`src/rtl/vector_order_deser.sv`:
```
// Serial-to-parallel word assembler (MSB- or LSB-first per word) feeding a DEPTH-entry output FIFO.
// out_valid rises one cycle after the completing bit; only the completing bit stalls when the FIFO is full.
module vector_order_deser #(
    parameter int WIDTH = 4,
    parameter int DEPTH = 2
) (
    input  logic                         clk,
    input  logic                         rst,
    input  logic                         sin_valid,
    input  logic                         sin_bit,
    output logic                         sin_ready,
    input  logic                         msb_first,
    input  logic                         flush,
    output logic                         out_valid,
    input  logic                         out_ready,
    output logic [WIDTH-1:0]             out_data,
    output logic [$clog2(WIDTH)-1:0]     bit_cnt,
    output logic [$clog2(DEPTH+1)-1:0]   fifo_cnt
);
    localparam int CW = $clog2(WIDTH);
    localparam int FW = $clog2(DEPTH + 1);
    localparam int PW = (DEPTH > 1) ? $clog2(DEPTH) : 1;

    localparam logic [CW-1:0] LAST_BIT = CW'(WIDTH - 1);
    localparam logic [FW-1:0] FULL_CNT = FW'(DEPTH);
    localparam logic [PW-1:0] LAST_PTR = PW'(DEPTH - 1);

    typedef enum logic {S_IDLE, S_COLLECT} state_t;

    state_t             state_q, state_d;
    logic [CW-1:0]      bit_cnt_q, bit_cnt_d;
    logic [WIDTH-1:0]   shreg_q, shreg_d;
    logic               order_q, order_d;
    logic [PW-1:0]      wr_ptr_q, wr_ptr_d;
    logic [PW-1:0]      rd_ptr_q, rd_ptr_d;
    logic [FW-1:0]      cnt_q, cnt_d;
    logic               valid_q, valid_d;
    logic [WIDTH-1:0]   head_q, head_d;
    logic [WIDTH-1:0]   mem_q [DEPTH];

    logic               accept;
    logic               push;
    logic               pop;
    logic               eff_order;
    logic [CW-1:0]      pos;
    logic [WIDTH-1:0]   word;

    function automatic logic [PW-1:0] ptr_inc(input logic [PW-1:0] p);
        return (p == LAST_PTR) ? '0 : p + PW'(1);
    endfunction

    always_comb begin
        sin_ready = !((bit_cnt_q == LAST_BIT) && (cnt_q == FULL_CNT)) && !flush;
        accept    = sin_valid && sin_ready;
        push      = accept && (bit_cnt_q == LAST_BIT);
        pop       = valid_q && out_ready;
        // The order is only open to change on the first bit of a word.
        eff_order = (state_q == S_IDLE) ? msb_first : order_q;
        pos       = eff_order ? (LAST_BIT - bit_cnt_q) : bit_cnt_q;
        word      = shreg_q;
        word[pos] = sin_bit;
    end

    always_comb begin
        state_d   = state_q;
        bit_cnt_d = bit_cnt_q;
        shreg_d   = shreg_q;
        order_d   = order_q;
        if (flush) begin
            state_d   = S_IDLE;
            bit_cnt_d = '0;
            shreg_d   = '0;
        end else if (accept) begin
            order_d = eff_order;
            if (push) begin
                state_d   = S_IDLE;
                bit_cnt_d = '0;
                shreg_d   = '0;
            end else begin
                state_d   = S_COLLECT;
                bit_cnt_d = bit_cnt_q + CW'(1);
                shreg_d   = word;
            end
        end
    end

    always_comb begin
        wr_ptr_d = push ? ptr_inc(wr_ptr_q) : wr_ptr_q;
        rd_ptr_d = pop  ? ptr_inc(rd_ptr_q) : rd_ptr_q;
        cnt_d    = cnt_q;
        if (push && !pop) begin
            cnt_d = cnt_q + FW'(1);
        end else if (pop && !push) begin
            cnt_d = cnt_q - FW'(1);
        end
        valid_d = (cnt_d != '0);
        head_d  = head_q;
        // Head is registered so out_data keeps the last word once the FIFO drains.
        if (cnt_d != '0) begin
            head_d = (push && (rd_ptr_d == wr_ptr_q)) ? word : mem_q[rd_ptr_d];
        end
    end

    always_ff @(posedge clk or posedge rst) begin
        if (rst) begin
            state_q   <= S_IDLE;
            bit_cnt_q <= '0;
            shreg_q   <= '0;
            order_q   <= 1'b1;
            wr_ptr_q  <= '0;
            rd_ptr_q  <= '0;
            cnt_q     <= '0;
            valid_q   <= 1'b0;
            head_q    <= '0;
            for (int i = 0; i < DEPTH; i++) begin
                mem_q[i] <= '0;
            end
        end else begin
            state_q   <= state_d;
            bit_cnt_q <= bit_cnt_d;
            shreg_q   <= shreg_d;
            order_q   <= order_d;
            wr_ptr_q  <= wr_ptr_d;
            rd_ptr_q  <= rd_ptr_d;
            cnt_q     <= cnt_d;
            valid_q   <= valid_d;
            head_q    <= head_d;
            if (push) begin
                mem_q[wr_ptr_q] <= word;
            end
        end
    end

    assign out_valid = valid_q;
    assign out_data  = head_q;
    assign bit_cnt   = bit_cnt_q;
    assign fifo_cnt  = cnt_q;

endmodule
```
`config.mk`:
```
export PLATFORM = sky130hd
export DESIGN_NAME = vector_order_deser
export DESIGN_NICKNAME = d
export VERILOG_FILES = /design/src/rtl/vector_order_deser.sv
export SDC_FILE = /design/constraint.sdc
export NUM_CORES = 1
export LEC_CHECK = 0
export ABC_AREA = 0
export BUFFER_PORTS_ARGS = -buffer_cell sky130_fd_sc_hd__buf_4
export CORE_MARGIN = 4
export CORE_UTILIZATION = 61
export DETAILED_ROUTE_END_ITERATION = 8
export PLACE_DENSITY_LB_ADDON = 0.12
export SYNTH_ARGS = -nofsm -noshare
export SYNTH_HDL_FRONTEND = slang
export SYNTH_SLANG_ARGS = --single-unit
```
`constraint.sdc`:
```
create_clock -name clk -period 3.35 [get_ports clk]
set_input_delay 0.1675 -clock clk [delete_from_list [all_inputs] [get_ports clk]]
set_output_delay 0.1675 -clock clk [all_outputs]
set_load 0.05 [all_outputs]
```
==> metrics.txt, run 1 <==
status finished, final reports clean; HPWL Detailed 2030 um; CTS root buffer clkbuf_4; Worst setup SP type flip-flop; largest net degree at the start of global routing 26; critical path's largest stage delay 0.69 ns; min Tclk post-route 2.47 ns; top post-synthesis cells by area dfrtp_1 (42%), mux2_2 (7.1%), mux2i_1 (4.9%), nand2_1 (2.9%), a32o_1 (2.8%); IO buf count 16; die area 3160 sq um; Vias/cell 5.92; RSZ-0062 raised after global routing false; proportion of layout cells with a drive suffix above 1 28.4%; Worst Path Max Fanout 19; DR pass1 iterations 4; Net Count, Synth 133; highest clock rate 0.405 GHz; clock buffer depth 2; Slew HR 38.9%; Routed WL per cell 15.6 um; Crit path max-delay family simple AND/OR/NAND/NOR gates; part of the cycle the worst path needs 73.6%; Tightest Hold Check Type in2async; area share of the largest cell type after synthesis 42.4%; Post-Route WL 2640 um; Crit-path slowest cell dfrtp_1; Worst-path clk slew 0.14 ns; Least-Margin Pin Slew 0.916 ns; Vias 1000; Starting DRT DRC Count 23; YS warnings 0; maximum vdd drop 460 uV; post-route setup slack 0.883 ns; Core ar. 2210 sq um; CTS tree done; Cell Pwr Density 704 nW/um^2; die height 56.2 um; Clock Skew 0.00389 ns; synthesized area 1420 sq um; number of buffers created by CTS 3; num ports 17; Critical Path, Cell by Cell ha_1 > nor4bb_4 > nand2_1 > a31o_2 > a22o_1; DRT antenna net count 0; DRC 0; Site Rows 17; count of different cell masters after synthesis 40; leak pwr 0.750 nW; top cell type by total area after synthesis dfrtp_1; ant diodes 0; grt total ovfl 0; Max-Cap Viols 0; data arrival time of the worst path 2.71 ns; max-slew violations 0; most common cell after layout, fill and taps aside dfrtp_1; CTS resizes 0; Initial Utilization 64.1%; final hold vios 0; most frequent cells in the layout dfrtp_1 (24), buf_4 (16), nand2_1 (11); Post-CTS Hold Fix Bufs 0; Sink Count 25; Worst Path Buf+Inv 0; global-route wire length before repair 4910 um; sequential-to-total area share from yosys stat 44.2%; dpl ws 0.901 ns; Layout area overhead 11.7%; H-Tree Depth 1; instance count on the critical path 5; die width 56.2 um; Reg2Reg Depth 5; Critical Path Sink Type flip-flop; gate count of the mapped netlist 124; antenna violations before repair 0; Post-Syn Area per Cell 11.4 sq um; post-CTS setup repair buffer count 0; GR Util All Layers 19.5%; Worst EP required 3.59 ns; WS Path Type reg2reg; clock latency on the worst-skew pair 0.33 ns; Top FF cell, synth dfrtp_1; setup_tns 0 ns; number of global-route vias before repair 1053; Setup violations, final 0; FF+latch count, synth 25; FILL cells 173; nets 151; Post-synth EDFFs 0; Synth async-reset ratio 100%; GPL Wtd Cong 0.714
-- logic make-up (layout without fill, tap and decap cells) --
group                    Yosys count  in the layout  synth area share, %
flip-flops                        25             25                 44.2
multiplexers                      19             19                 14.7
adder cells (fa/ha/maj)            2              2                 1.76
buffers and inverters              9             26                 2.91
AND/OR/NAND/NOR                   35             35                 14.2
XOR/XNOR                           6              6                 6.62
AO/OA/AOI/OAI                     28             28                 15.5
-- per-layer routing --
layer | vias to the layer above | share of wire, % | GRT usage [%]
li1 | 496 | - | -
met3 | 4 | 3.6 | 3.94
met4 | 0 | 0.95 | 5.42
met2 | 23 | 50 | 32.4
met5 | - | 0 | 0
met1 | 477 | 46 | 25.6
-- report_power, final --
group / total, W / internal [W] / leakage (nW) / switching (W)
Combinational: 0.000531 / 0.000218 / 0.408 / 0.000313
Sequential: 0.000439 / 0.000372 / 0.328 / 0.0000679
Clock: 0.000144 / 0.0000458 / 0.0139 / 0.0000979
-- flip-flops by register name, summed over array words and instances, names as in the netlist --
signal / cells
bit_cnt: 2
fifo_cnt: 2
mem_q: 8
order_q: 1
out_data: 4
out_valid: 1
rd_ptr_q: 1
shreg_q: 4
state_q: 1
wr_ptr_q: 1
-- cells in the mapped netlist, types with 2 or more instances --
library cell,count
a211oi_1,4
a21oi_1,4
a22o_1,2
a31o_2,2
a32o_1,4
and3_1,2
clkbuf_1,2
dfrtp_1,24
ha_1,2
inv_1,5
mux2_1,2
mux2_2,9
mux2i_1,7
nand2_1,11
nand2b_1,2
nand3_1,4
nor2_1,6
nor3b_1,2
o211ai_1,3
o21ai_1,4
o31ai_1,3
xor2_1,2
-- per-stage QoR --
step	area [sq um]	utilization (%)	hold WS [ns]	cells	total power [W]
after floorplan	1420	-	0.194	124	0.000844
after global placement	1550	70.2	0.371	165	0.000956
after detailed placement	1550	70.2	0.385	165	0.000979
after CTS	1580	71.6	0.0135	169	0.00112
after global routing	1580	71.6	0.0209	169	0.00119
final	1580	71.6	0.0171	169	0.00111
-- layout make-up --
type	count	area [sq um]	share of cell area (%)
Clock buffer	3	22.5	1.42
Clock inverter	1	7.51	0.474
Inverter	6	22.5	1.42
Multi-Input combinational cell	90	749	47.3
Sequential cell	25	627	39.6
Tap cell	28	35.0	2.21
Timing Repair Buffer	16	120	7.58
-- final timing paths --
kind,start,endpoint,slack (ns)
min in group clk,flush,bit_cnt[0]$_DFFE_PP0P_,0.02
max reg2reg,bit_cnt[1]$_DFFE_PP0P_,out_data[0]$_DFFE_PP0P_,0.88
max in group asynchronous,rst,shreg_q[2]$_DFFE_PP0P_,2.77
min reg2reg,out_data[2]$_DFFE_PP0P_,out_data[2]$_DFFE_PP0P_,0.50
max,bit_cnt[1]$_DFFE_PP0P_,out_data[0]$_DFFE_PP0P_,0.88
min,rst,out_valid$_DFF_PP0_,0.02
Note: power is estimated with default switching activity, not from simulation.
==> run 2, diff against run 1 <==
--- a/config.mk
+++ b/config.mk
@@ -8,7 +8,7 @@
 export ABC_AREA = 0
 export BUFFER_PORTS_ARGS = -buffer_cell sky130_fd_sc_hd__buf_4
 export CORE_MARGIN = 4
-export CORE_UTILIZATION = 61
+export CORE_UTILIZATION = 57
 export DETAILED_ROUTE_END_ITERATION = 8
 export PLACE_DENSITY_LB_ADDON = 0.12
 export SYNTH_ARGS = -nofsm -noshare
==> constraint.sdc (replaced) <==
create_clock -name clk -period 2.3 [get_ports clk]
set_input_delay 0.115 -clock clk [delete_from_list [all_inputs] [get_ports clk]]
set_output_delay 0.115 -clock clk [all_outputs]
set_load 0.05 [all_outputs]
==> run 2 against run 1 <==
The run now ends with hold timing left. Via count increased by 3.5%. First-iteration DRC count up 78%. Setup slack lost 0.70 ns. Global-route usage decreased by 0.082 points. Clock power grew 49%. Fmax increased by 16%. Cell area grew 3.2%. Largest cell class unchanged.
==> metrics.txt, run 2 (synthesized netlist as in run 1, its figures left out) <==
status finished, violations left; failing checks hold timing; CTS resizes 0; Worst Path Max Fanout 9; die height 57.9 um; num ports 17; Least-Margin Pin Slew 0.917 ns; Sequential Power Share 38.2%; Sw Ratio 43.2%; DRC 0; combinational power share 48.7%; highest clock rate 0.472 GHz; RSZ-0062 raised after global routing false; die area 3350 sq um; Tightest Hold Check Type in2async; number of buffers created by CTS 3; critical path's largest stage delay 0.47 ns; nets 156; maximum vdd drop 809 uV; Vias/cell 5.95; Sink Count 25; Site Rows 17; data arrival time of the worst path 2.36 ns; Vias 1035; Worst-path clk slew 0.15 ns; ant diodes 0; GR Util All Layers 19.4%; Cell Pwr Density 1010 nW/um^2; FF+latch area 627 sq um; setup_tns 0 ns; clock share of power 13.1%; H-Tree Depth 1; Starting DRT DRC Count 41; hold_ws -0.0406 ns; clock buffer depth 2; clock latency on the worst-skew pair 0.34 ns; Worst EP required 2.54 ns; fin cells 174; Util after Layout 71.2%; number of global-route vias before repair 1043; Worst setup SP type flip-flop; global-route wire length before repair 4950 um; most frequent cells in the layout dfrtp_1 (24), buf_4 (20), nand2_1 (11); most common cell after layout, fill and taps aside dfrtp_1; WS Path Type reg2reg; Layout area overhead 15.4%; final hold vios 24; max-slew violations 0; grt total ovfl 0; largest net degree at the start of global routing 26; Crit-path slowest cell or4_1; max reg flops 8; min Tclk post-route 2.12 ns; leak pwr 0.777 nW; Slew HR 38.8%; Critical Path Sink Type flip-flop; Core ar. 2300 sq um; DRT antenna net count 0; Routed WL per cell 16.5 um; HPWL Detailed 2060 um; proportion of layout cells with a drive suffix above 1 30.8%; CTS root buffer clkbuf_4; Int Pwr 0.000934 W; largest register by flop count mem_q; Critical Path, Cell by Cell inv_1 > ha_1 > nor4bb_4 > buf_4 > or4_1 > o211ai_4 > a21oi_1 > a22o_1; DR pass1 iterations 4; die width 57.9 um; Setup violations, final 0; GPL Wtd Cong 0.765; Initial Utilization 61.7%; Multi-input gate area 761 sq um; antenna violations before repair 0; part of the cycle the worst path needs 92.1%; Net Sw Power 0.000710 W; IO buf count 16; Post-Route WL 2880 um; CTS tree done; # placed instances 168; Clock Skew 0.00551 ns; FILL cells 175; Max-Cap Viols 0
==> run 2: cell count changes in the layout (fill, tap and decap cells not counted) <==
cell and change:
a21oi_4 +1, buf_4 +4, dlygate4sd3_1 +1, a21oi_1 -1
==> run 2: path summary, 6_finish.rpt <==
path,depth (start not counted),to,slack (ns),from
min in group clk,2,order_q$_DFFE_PP1P_,0.02,msb_first
hold reg to reg,2,out_data[2]$_DFFE_PP0P_,0.52,out_data[2]$_DFFE_PP0P_
hold / removal,2,fifo_cnt[1]$_DFF_PP0_,-0.04,rst
max in group asynchronous,2,wr_ptr_q$_DFFE_PP0P_,1.78,rst
setup reg to reg,8,out_data[3]$_DFFE_PP0P_,0.18,fifo_cnt[0]$_DFF_PP0_
setup / recovery,8,out_data[3]$_DFFE_PP0P_,0.18,fifo_cnt[0]$_DFF_PP0_
==> run 2: power groups by stage <==
stage	combinational [W]	clock, W	sequential, W
global route	0.000860	0.000238	0.000641
detailed placement	0.000798	0	0.000636
finish	0.000801	0.000215	0.000628
CTS	0.000805	0.000216	0.000627
floorplan	0.000449	0	0.000788
global placement	0.000777	0	0.000626
==> run 2: final cells by class <==
| class | count | area share, % |
|---|---|---|
| clock buffer | 3 | 1.38 |
| timing repair buffer | 21 | 9.79 |
| multi-input combinational | 90 | 46.5 |
| clock inverter | 1 | 0.459 |
| tap | 28 | 2.14 |
| sequential | 25 | 38.3 |
| inverter | 6 | 1.38 |
==> run 2: metrics by stage <==
stage | cell area [sq um] | setup slack [ns] | hold slack, ns | power, W
after floorplan | 1430 | 0.0492 | 0.142 | 0.00124
after global placement | 1590 | 0.191 | 0.344 | 0.00140
after detailed placement | 1590 | 0.122 | 0.347 | 0.00143
after CTS | 1630 | 0.104 | 0.000245 | 0.00165
after global routing | 1640 | 0.100 | 0.0173 | 0.00174
final | 1640 | 0.181 | -0.0406 | 0.00164
==> run 2: critical path: cells and delay by family (launching register included) <==
| kind | cells | cell delay (ns) |
|---|---|---|
| AOI/OAI and AO/OA | 3 | 0.46 |
| buffers and inverters | 2 | 0.28 |
| and+or+nand+nor | 2 | 0.55 |
| DFF | 1 | 0.44 |
| adders and majority gates | 1 | 0.29 |
==> run 2: routing by layer <==
metal	GRT usage, %	share of wire (%)	vias to the layer above
met4	8.61	2.3	0
li1	-	-	504
met5	0	0	-
met1	25.3	47	502
met2	31.5	48	22
met3	3.34	3.0	7
==> run 2: timing repair <==
action                                  in CTS  in global routing
hold endpoints to repair                     1                  0
hold buffers                                 1                  0
endpoints found under the setup margin       0                  2
setup buffers                                0                  1
==> run 3, diff against run 2 <==
--- a/config.mk
+++ b/config.mk
@@ -8,7 +8,7 @@
 export ABC_AREA = 0
 export BUFFER_PORTS_ARGS = -buffer_cell sky130_fd_sc_hd__buf_4
 export CORE_MARGIN = 4
-export CORE_UTILIZATION = 57
+export CORE_UTILIZATION = 61
 export DETAILED_ROUTE_END_ITERATION = 8
 export PLACE_DENSITY_LB_ADDON = 0.12
 export SYNTH_ARGS = -nofsm -noshare
==> constraint.sdc (replaced) <==
create_clock -name clk -period 2.6 [get_ports clk]
set_input_delay 0.13 -clock clk [delete_from_list [all_inputs] [get_ports clk]]
set_output_delay 0.13 -clock clk [all_outputs]
set_load 0.05 [all_outputs]
==> run 3 against run 2 <==
The flow still finishes with violations (hold timing). Setup slack better by 0.078 ns. Largest power group unchanged. Cell area decreased by 1.4%. Combinational power fell by 13%. Total power decreased by 13%. Sequential share of layout area up 0.54 points. Clock power decreased by 17%. Wire length decreased by 11%.
==> metrics.txt, run 3 (synthesized netlist as in run 1, its figures left out) <==
Worst-path clk slew 0.14 ns; most frequent cells in the layout dfrtp_1 (24), buf_4 (18), nand2_1 (11); CTS root buffer clkbuf_4; ant diodes 0; Site Rows 17; Sequential Power Share 38.9%; grt total ovfl 0; Vias 1041; die height 56.2 um; Util after Layout 72.9%; hold_ws -0.00441 ns; Clock Skew 0.00299 ns; die width 56.2 um; Max-Cap Viols 0; part of the cycle the worst path needs 90.0%; Least-Margin Pin Slew 0.918 ns; clock share of power 12.5%; min Tclk post-route 2.34 ns; Sink Count 25; H-Tree Depth 1; number of global-route vias before repair 1042; max reg flops 8; maximum vdd drop 591 uV; Sw Ratio 42.5%; proportion of layout cells with a drive suffix above 1 29.9%; fin cells 172; leak pwr 0.765 nW; Worst EP required 2.82 ns; Cell Pwr Density 888 nW/um^2; Net Sw Power 0.000609 W; largest register by flop count mem_q; post-route setup slack 0.259 ns; IO buf count 16; highest clock rate 0.427 GHz; GR Util All Layers 18.4%; Worst Path Max Fanout 13; die area 3160 sq um; Int Pwr 0.000823 W; Routed WL per cell 14.9 um; Setup violations, final 0; CTS tree done; setup_tns 0 ns; Vias/cell 6.05; Layout area overhead 13.8%; Initial Utilization 64.1%; data arrival time of the worst path 2.56 ns; CTS resizes 0; number of buffers created by CTS 3; antenna violations before repair 0; most common cell after layout, fill and taps aside dfrtp_1; Starting DRT DRC Count 21; dpl ws 0.252 ns; HPWL Detailed 1960 um; Worst setup SP type flip-flop; DRT antenna net count 0; Tightest Hold Check Type in2async; GPL Wtd Cong 0.761; max-slew violations 0; global-route wire length before repair 4740 um; failing checks hold timing; nets 154; num ports 17; final hold vios 9; status finished, violations left; Post-Route WL 2560 um; DRC 0; WS Path Type reg2reg; Core ar. 2210 sq um; Critical Path Sink Type flip-flop; largest net degree at the start of global routing 26; clock latency on the worst-skew pair 0.32 ns; DR pass1 iterations 4; Slew HR 38.8%; clock buffer depth 2; # placed instances 167; RSZ-0062 raised after global routing false; combinational power share 48.6%
==> run 3: changes by cell type in the layout (fill, tap and decap cells not counted) <==
cell,change
buf_4,-2
a21oi_4,-1
a21oi_2,+1
==> run 3: repair_timing <==
item,4_1_cts,5_1_grt
hold buffers,1,0
hold endpoints to repair,1,0
buffers inserted,0,0
==> run 3: critical path, stage by stage, from the launching register on <==
cell      delay [ns]
dfrtp_1         0.61
ha_1            0.30
nor4bb_4        0.48
buf_4           0.23
xnor2_4         0.07
o211ai_4        0.28
a21oi_1         0.07
a22o_1          0.20
==> run 3: worst paths after layout <==
check | slack, ns | startpoint | to | cells after the start
max | 0.26 | bit_cnt[0]$_DFFE_PP0P_ | out_data[0]$_DFFE_PP0P_ | 7
max in group asynchronous | 2.05 | rst | out_data[0]$_DFFE_PP0P_ | 2
min in group clk | 0.05 | sin_valid | bit_cnt[1]$_DFFE_PP0P_ | 3
max reg2reg | 0.26 | bit_cnt[0]$_DFFE_PP0P_ | out_data[0]$_DFFE_PP0P_ | 7
min reg2reg | 0.51 | out_data[1]$_DFFE_PP0P_ | out_data[1]$_DFFE_PP0P_ | 2
min | -0.004 | rst | fifo_cnt[1]$_DFF_PP0_ | 2
==> run 3: layout make-up <==
cell class | instances | area, sq um
Clock buffer | 3 | 22.5
Clock inverter | 1 | 7.51
Fill cell | 166 | 599
Inverter | 6 | 22.5
Multi-Input combinational cell | 90 | 753
Sequential cell | 25 | 627
Tap cell | 28 | 35.0
Timing Repair Buffer | 19 | 145
==> run 3: per-layer routing <==
layer,GRT usage [%],up-vias,routed length [um]
li1,-,505,-
met1,25.9,518,1220
met2,30.4,16,1250
met3,2.32,2,77
met4,4.07,0,17
met5,0,-,0
==> run 3: power by group through the flow <==
stage,registers [W],logic (W),clock network (W)
global placement,0.000561,0.000681,0
CTS,0.000557,0.000698,0.000186
global route,0.000571,0.000749,0.000201
finish,0.000557,0.000696,0.000179
detailed placement,0.000565,0.000694,0
floorplan,0.000697,0.000393,0
==> run 3: per-stage QoR <==
stage	area, sq um	total power [W]	hold slack [ns]
6_report	1610	0.00143	-0.00441
5_1_grt	1610	0.00152	0.0580
4_1_cts	1610	0.00144	0.0338
3_5_place_dp	1570	0.00126	0.349
3_3_place_gp	1570	0.00124	0.347
2_1_floorplan	1420	0.00109	0.157
